**src/rtl/uart_rx_fifo.sv**
```systemverilog
`default_nettype none
// ============================================================================
// Module      : uart_rx_fifo
// Description : 8N1 UART receiver with a first-word fall-through RX FIFO and
//               single-cycle framing/overrun/parity error pulses.
//               Optional even-parity support when UART_RX_PARITY_EN is defined.
// Revision    : 1.0 - initial release
// ============================================================================
module uart_rx_fifo #(
    parameter int CLKS_PER_BIT = 434,
    parameter int FIFO_DEPTH   = 4
) (
    input  logic                          clk,
    input  logic                          rst,
    input  logic                          uart_rx,
    output logic [7:0]                    rx_data,
    output logic                          rx_valid,
    input  logic                          rx_ready,
    output logic                          rx_busy,
    output logic                          frame_err,
    output logic                          overrun,
    output logic                          parity_err,
    output logic [$clog2(FIFO_DEPTH):0]   fifo_count
);

    localparam int c_CW = $clog2(CLKS_PER_BIT);
    localparam int c_AW = $clog2(FIFO_DEPTH);

    localparam logic [c_CW-1:0] c_CNT_MID = c_CW'(CLKS_PER_BIT / 2 - 1);
    localparam logic [c_CW-1:0] c_CNT_END = c_CW'(CLKS_PER_BIT - 1);

    localparam logic [2:0] c_IDLE      = 3'd0;
    localparam logic [2:0] c_START     = 3'd1;
    localparam logic [2:0] c_DATA      = 3'd2;
    localparam logic [2:0] c_STOP      = 3'd3;
    localparam logic [2:0] c_WAIT_HIGH = 3'd4;
`ifdef UART_RX_PARITY_EN
    localparam logic [2:0] c_PARITY    = 3'd5;
`endif

    logic              r_sync1;
    logic              r_sync2;
    logic [2:0]        r_state;
    logic [c_CW-1:0]   r_cnt;
    logic [2:0]        r_bit_idx;
    logic [7:0]        r_shift;
    logic              r_frame_err;
    logic              r_overrun;
    logic [7:0]        r_rx_data;
    logic [7:0]        r_mem [FIFO_DEPTH];
    logic [c_AW:0]     r_wr_ptr;
    logic [c_AW:0]     r_rd_ptr;

    logic              w_rxs;
    logic              w_cnt_end;
    logic              w_stop_sample;
    logic              w_par_ok;
    logic              w_fifo_full;
    logic              w_fifo_empty;
    logic              w_pop;
    logic              w_byte_ok;
    logic              w_push;
    logic              w_overrun_evt;
    logic [c_AW-1:0]   w_rd_next_idx;

    assign w_rxs         = r_sync2;
    assign w_cnt_end     = (r_cnt == c_CNT_END);
    assign w_stop_sample = (r_state == c_STOP) && w_cnt_end;

    assign w_fifo_empty  = (r_wr_ptr == r_rd_ptr);
    assign w_fifo_full   = (r_wr_ptr[c_AW] != r_rd_ptr[c_AW]) &&
                           (r_wr_ptr[c_AW-1:0] == r_rd_ptr[c_AW-1:0]);
    assign w_pop         = !w_fifo_empty && rx_ready;
    assign w_rd_next_idx = r_rd_ptr[c_AW-1:0] + 1'b1;

    // A pop in the same cycle frees the slot, so a full FIFO only overruns
    // when the consumer is not draining it.
    assign w_byte_ok     = w_stop_sample && w_rxs && w_par_ok;
    assign w_push        = w_byte_ok && (!w_fifo_full || w_pop);
    assign w_overrun_evt = w_byte_ok && w_fifo_full && !w_pop;

    assign rx_data    = r_rx_data;
    assign rx_valid   = !w_fifo_empty;
    assign rx_busy    = (r_state != c_IDLE);
    assign frame_err  = r_frame_err;
    assign overrun    = r_overrun;
    assign fifo_count = r_wr_ptr - r_rd_ptr;

`ifdef UART_RX_PARITY_EN
    logic r_par_bit;
    logic r_parity_err;

    assign w_par_ok   = ~^{r_shift, r_par_bit};
    assign parity_err = r_parity_err;

    always_ff @(posedge clk) begin
        if (rst) begin
            r_parity_err <= 1'b0;
        end else begin
            r_parity_err <= w_stop_sample && w_rxs && !w_par_ok;
        end
    end
`else
    assign w_par_ok   = 1'b1;
    assign parity_err = 1'b0;
`endif

    always_ff @(posedge clk) begin
        if (rst) begin
            r_sync1 <= 1'b1;
            r_sync2 <= 1'b1;
        end else begin
            r_sync1 <= uart_rx;
            r_sync2 <= r_sync1;
        end
    end

    always_ff @(posedge clk) begin
        if (rst) begin
            r_state     <= c_IDLE;
            r_cnt       <= '0;
            r_bit_idx   <= '0;
            r_shift     <= '0;
            r_frame_err <= 1'b0;
            r_overrun   <= 1'b0;
`ifdef UART_RX_PARITY_EN
            r_par_bit   <= 1'b0;
`endif
        end else begin
            r_frame_err <= 1'b0;
            r_overrun   <= w_overrun_evt;
            case (r_state)
                c_IDLE: begin
                    if (!w_rxs) begin
                        r_state <= c_START;
                        r_cnt   <= '0;
                    end
                end
                c_START: begin
                    if (r_cnt == c_CNT_MID) begin
                        r_cnt <= '0;
                        // Line back high at mid-start: treat as a glitch.
                        if (w_rxs) begin
                            r_state <= c_IDLE;
                        end else begin
                            r_state   <= c_DATA;
                            r_bit_idx <= '0;
                        end
                    end else begin
                        r_cnt <= r_cnt + 1'b1;
                    end
                end
                c_DATA: begin
                    if (w_cnt_end) begin
                        r_cnt     <= '0;
                        r_shift   <= {w_rxs, r_shift[7:1]};
                        r_bit_idx <= r_bit_idx + 1'b1;
                        if (r_bit_idx == 3'd7) begin
`ifdef UART_RX_PARITY_EN
                            r_state <= c_PARITY;
`else
                            r_state <= c_STOP;
`endif
                        end
                    end else begin
                        r_cnt <= r_cnt + 1'b1;
                    end
                end
`ifdef UART_RX_PARITY_EN
                c_PARITY: begin
                    if (w_cnt_end) begin
                        r_cnt     <= '0;
                        r_par_bit <= w_rxs;
                        r_state   <= c_STOP;
                    end else begin
                        r_cnt <= r_cnt + 1'b1;
                    end
                end
`endif
                c_STOP: begin
                    if (w_cnt_end) begin
                        r_cnt <= '0;
                        if (w_rxs) begin
                            r_state <= c_IDLE;
                        end else begin
                            r_frame_err <= 1'b1;
                            r_state     <= c_WAIT_HIGH;
                        end
                    end else begin
                        r_cnt <= r_cnt + 1'b1;
                    end
                end
                c_WAIT_HIGH: begin
                    if (w_rxs) begin
                        r_state <= c_IDLE;
                        r_cnt   <= '0;
                    end
                end
                default: begin
                    r_state <= c_IDLE;
                    r_cnt   <= '0;
                end
            endcase
        end
    end

    always_ff @(posedge clk) begin
        if (rst) begin
            r_wr_ptr <= '0;
            r_rd_ptr <= '0;
        end else begin
            if (w_push) begin
                r_wr_ptr <= r_wr_ptr + 1'b1;
            end
            if (w_pop) begin
                r_rd_ptr <= r_rd_ptr + 1'b1;
            end
        end
    end

    always_ff @(posedge clk) begin
        if (w_push) begin
            r_mem[r_wr_ptr[c_AW-1:0]] <= r_shift;
        end
    end

    // Registered head byte: tracks the post-edge FIFO head, holds when empty.
    always_ff @(posedge clk) begin
        if (rst) begin
            r_rx_data <= '0;
        end else if (w_fifo_empty) begin
            if (w_push) begin
                r_rx_data <= r_shift;
            end
        end else if (w_pop) begin
            if (fifo_count == {{c_AW{1'b0}}, 1'b1}) begin
                if (w_push) begin
                    r_rx_data <= r_shift;
                end
            end else begin
                r_rx_data <= r_mem[w_rd_next_idx];
            end
        end
    end

endmodule
`default_nettype wire

```
**config.mk**
```make
export PLATFORM = sky130hd
export DESIGN_NAME = uart_rx_fifo
export DESIGN_NICKNAME = d
export VERILOG_FILES = /design/src/rtl/uart_rx_fifo.sv
export SDC_FILE = /design/constraint.sdc
export NUM_CORES = 1
export LEC_CHECK = 0
export CAP_MARGIN = 20
export CORE_MARGIN = 3
export CORE_UTILIZATION = 41
export DETAILED_ROUTE_END_ITERATION = 10
export REMOVE_ABC_BUFFERS = 1
export SYNTH_ARGS = -nofsm -noshare
export SYNTH_HDL_FRONTEND = slang
export SYNTH_SLANG_ARGS = --single-unit
```
**constraint.sdc**
```tcl
create_clock -name clk -period 3.2 [get_ports clk]
set_input_delay 0.64 -clock clk [delete_from_list [all_inputs] [get_ports clk]]
set_output_delay 0.64 -clock clk [all_outputs]
set_load 0.03 [all_outputs]
```
==> parameters.txt <==
Parameter                              Value

Clocking
  Count of buffers added by post-CTS timing repair for setup    0
  Buffer cell driving the clock tree root    sky130_fd_sc_hd__clkbuf_8
  Reg clk slew, reported paths    0.07 ns
  TritonCTS clock tree    built
  Clock latency on the worst-skew pair    0.33 ns
  Number of sinks on the clock net    73
  Hold buffer count at CTS    0
  Gates resized, CTS repair    0
  Number of levels the H-tree was split into    3
  Number of buffers created by CTS    9
  Maximum buffer depth of the clock tree    2

Place
  Global placer's final weighted congestion    0.7756
  HPWL Detailed    4434 um
  Count of buffers inserted at the top-level ports    18
  Post-detailed-placement cell area    0.003611 sq mm

Setup path
  Worst EP required    2.56 ns
  Worst r2r path cells    8
  Worst r2r dst    rx_data[4]
  Critical Path Fanout Max    4
  Crit path launch type    flop
  Arrival time worst endpoint    2.40 ns
  Worst r2r src    r_wr_ptr[0]
  Reg-to-reg slack, setup    0.59 ns
  Path type of the worst setup path    flop to output port
  Crit path capture type    output port

Timing
  Setup TNS    0 ns
  Final setup vio count    0
  Max Freq    0.3294 GHz
  Part of the cycle the worst path needs    94.87%
  Relative slew margins    61.01%
  Max-slew violation count    0
  Setup skew after layout    0.01000 ns
  RSZ-0062 raised after global routing    no
  Final hold viol count    0
  Transition time of the tightest slew-check pin    0.5809 ns
  Time the final worst path needs with I/O delays and setup    3.036 ns

Route
  Number of routed nets with antenna violations    0
  Mean routed wirelength per cell    15.50 um
  Initial DRC count    102
  Final routed wirelength across all metal layers    6309 um
  Number of vias after detailed routing    2,087
  Initial DRT Pass Iterations    4
  Per-cell via count in the routed design    5.128
  Count of unresolved DRC violations after routing    0

Floorplanning
  Starting Density    42.68%
  Standard cell core area    0.007807 sq mm
  Number of placement rows    32
  Horizontal die dimension    96.15 um
  Boundary Pins    20
  Die Footprint    0.009245 sq mm
  Die extent in y    96.15 um

Final layout
  Ratio of cells with drive above 1 in the final layout    16.39%
  Number of diodes    0
  Number of nets at the end of the flow    317
  Fill count    709
  Relative area change from synthesis to final layout    14.72%
  Post-route cell area    0.003822 sq mm
  Core utilization of the finished layout    48.96%

Logic synthesis
  Number of enable-type register cells in the synthesized netlist    32
  Post-synthesis cell area    0.003332 sq mm
  Leading register cell type out of synthesis    sky130_fd_sc_hd__dfxtp_1
  Synth cell types    55
  Synthesized netlist cell count    279
  Fraction of registers with async set or reset after synthesis    0%
  Post-synthesis average cell area    11.94 sq um
  Flop and latch count out of synthesis    73
  Seq/Total Area, Yosys    53.47%
  Synthesis Warnings    0

Worst hold path
  Hold path start    r_sync1
  Hold Path Stages    1
  Worst hold path endpoint    r_sync2
  Worst Hold Class    flop to flop

Power and ir drop
  Worst ir drop on vdd    0.2795 mV
  Pwr/cell area    463.9 mW/mm^2
  Total leakage power    1.404 nW

Global route
  Total global-route track usage    15.33%
  Antenna violations before repair    0
  Maximum number of pins on one net before global-route repair    22
  Vias in the first global route    2,119
  Global-route wire length before repair    10,740 um
  Aggregate global routing overflow    0

Outcome
  Run status    complete, no violations

Flow run
  Max cap viols    0
sequential cells by signal, summed over array words and instances, names as in the netlist:
name       count
frame_err      1
overrun        1
r_bit_idx      3
r_cnt          9
r_mem         32
r_rd_ptr       3
r_shift        8
r_state        3
r_sync1        1
r_sync2        1
r_wr_ptr       3
rx_data        8
worst max path at each step:
stage           startpoint  depth (start not counted)       endpoint
6_report       r_wr_ptr[0]                          5  fifo_count[2]
5_1_grt        r_wr_ptr[0]                          5  fifo_count[2]
4_1_cts        r_wr_ptr[0]                          5  fifo_count[2]
3_5_place_dp      rx_ready                          5    r_mem[3][3]
3_3_place_gp      rx_ready                          5    r_mem[3][3]
2_1_floorplan  r_rd_ptr[0]                          7     rx_data[0]
area by class of cell:
type | instances | area [sq um] | area share, %
Clock inverter | 6 | 83.83 | 2.193
Timing Repair Buffer | 23 | 217.7 | 5.696
Tap cell | 102 | 127.6 | 3.339
Multi-Input combinational cell | 184 | 1450 | 37.94
Sequential cell | 73 | 1782 | 46.61
Clock buffer | 10 | 127.6 | 3.339
Inverter | 9 | 33.78 | 0.8838
worst max-delay path, stage by stage (launching register included):
cell and delay [ns]:
sky130_fd_sc_hd__dfxtp_1 0.40, sky130_fd_sc_hd__inv_1 0.11, sky130_fd_sc_hd__ha_1 0.22, sky130_fd_sc_hd__fa_1 0.43
sky130_fd_sc_hd__xnor2_1 0.21, sky130_fd_sc_hd__clkdlybuf4s50_1 0.70
kinds of logic after synthesis:
| group | share of synthesized area [%] |
|---|---|
| multiplexers | 9.388 |
| other | 0.1125 |
| XOR/XNOR | 2.366 |
| AND/OR/NAND/NOR | 16.41 |
| flip-flops | 53.47 |
| adder cells (fa/ha/maj) | 5.107 |
| AO/OA/AOI/OAI | 10.14 |
| buffers and inverters | 3.004 |
where the power goes:
part | leakage (nW) | internal (mW) | switching (mW)
sequential | 0.627 | 0.965 | 0.00320
clock | 0.0999 | 0.435 | 0.328
combinational | 0.677 | 0.0154 | 0.0262
cell usage in the layout, fill, tap and decap left out, types with 5 or more instances in the layout:
cell and n:
sky130_fd_sc_hd__buf_4 5, sky130_fd_sc_hd__inv_1 9, sky130_fd_sc_hd__nor2_1 33, sky130_fd_sc_hd__nand2_1 14, sky130_fd_sc_hd__nor3_1 8, sky130_fd_sc_hd__a21oi_1 8, sky130_fd_sc_hd__o21ai_0 8, sky130_fd_sc_hd__o221a_2 7
sky130_fd_sc_hd__clkdlybuf4s50_1 18, sky130_fd_sc_hd__clkbuf_8 9, sky130_fd_sc_hd__mux4_2 8, sky130_fd_sc_hd__mux2i_1 11, sky130_fd_sc_hd__nand3_1 9, sky130_fd_sc_hd__and2_1 5, sky130_fd_sc_hd__edfxtp_1 32, sky130_fd_sc_hd__dfxtp_1 41
sky130_fd_sc_hd__xnor2_1 5, sky130_fd_sc_hd__ha_1 12
metrics by stage:
stage	hold WS, ns	instances	power [mW]	setup slack [ns]
2_1_floorplan	0.3895	266	1.011	0.5955
3_3_place_gp	0.3917	391	1.031	0.4935
3_5_place_dp	0.3985	391	1.032	0.4389
4_1_cts	0.4160	407	1.794	0.1400
5_1_grt	0.4467	407	1.842	0.004275
6_report	0.4108	407	1.773	0.1640
layer usage:
layer	GRT usage, %	routed length [um]	vias up
met5	0	0	-
met4	3.555	22	0
met3	4.691	176	2
met2	24.32	3010	20
met1	20.54	3100	1008
li1	-	-	1057
cells in the mapped netlist, drive strengths merged (2+ instances only):
library cell / number / share of area (%)
a211oi: 2 / 0.45
o21ai: 9 / 1.4
and2: 5 / 0.94
edfxtp: 32 / 29
nor3b: 3 / 0.83
or2: 3 / 0.56
nand2b: 4 / 0.75
o31ai: 2 / 0.60
mux2i: 11 / 3.3
or3b: 2 / 0.53
and3: 2 / 0.38
nor3: 8 / 1.2
nor2: 33 / 3.7
mux4: 8 / 5.4
nand3: 9 / 1.4
inv: 9 / 1.0
clkbuf: 5 / 0.56
xor2: 4 / 1.1
nand3b: 4 / 0.90
a22oi: 2 / 0.45
buf: 8 / 1.4
dfxtp: 41 / 25
nor2b: 2 / 0.38
xnor2: 5 / 1.3
mux2: 2 / 0.68
ha: 12 / 4.5
nand2: 15 / 1.8
o221a: 8 / 2.7
a31oi: 2 / 0.38
nand4b: 2 / 0.71
a21oi: 11 / 2.0
Power figures use the tool's default switching activity.
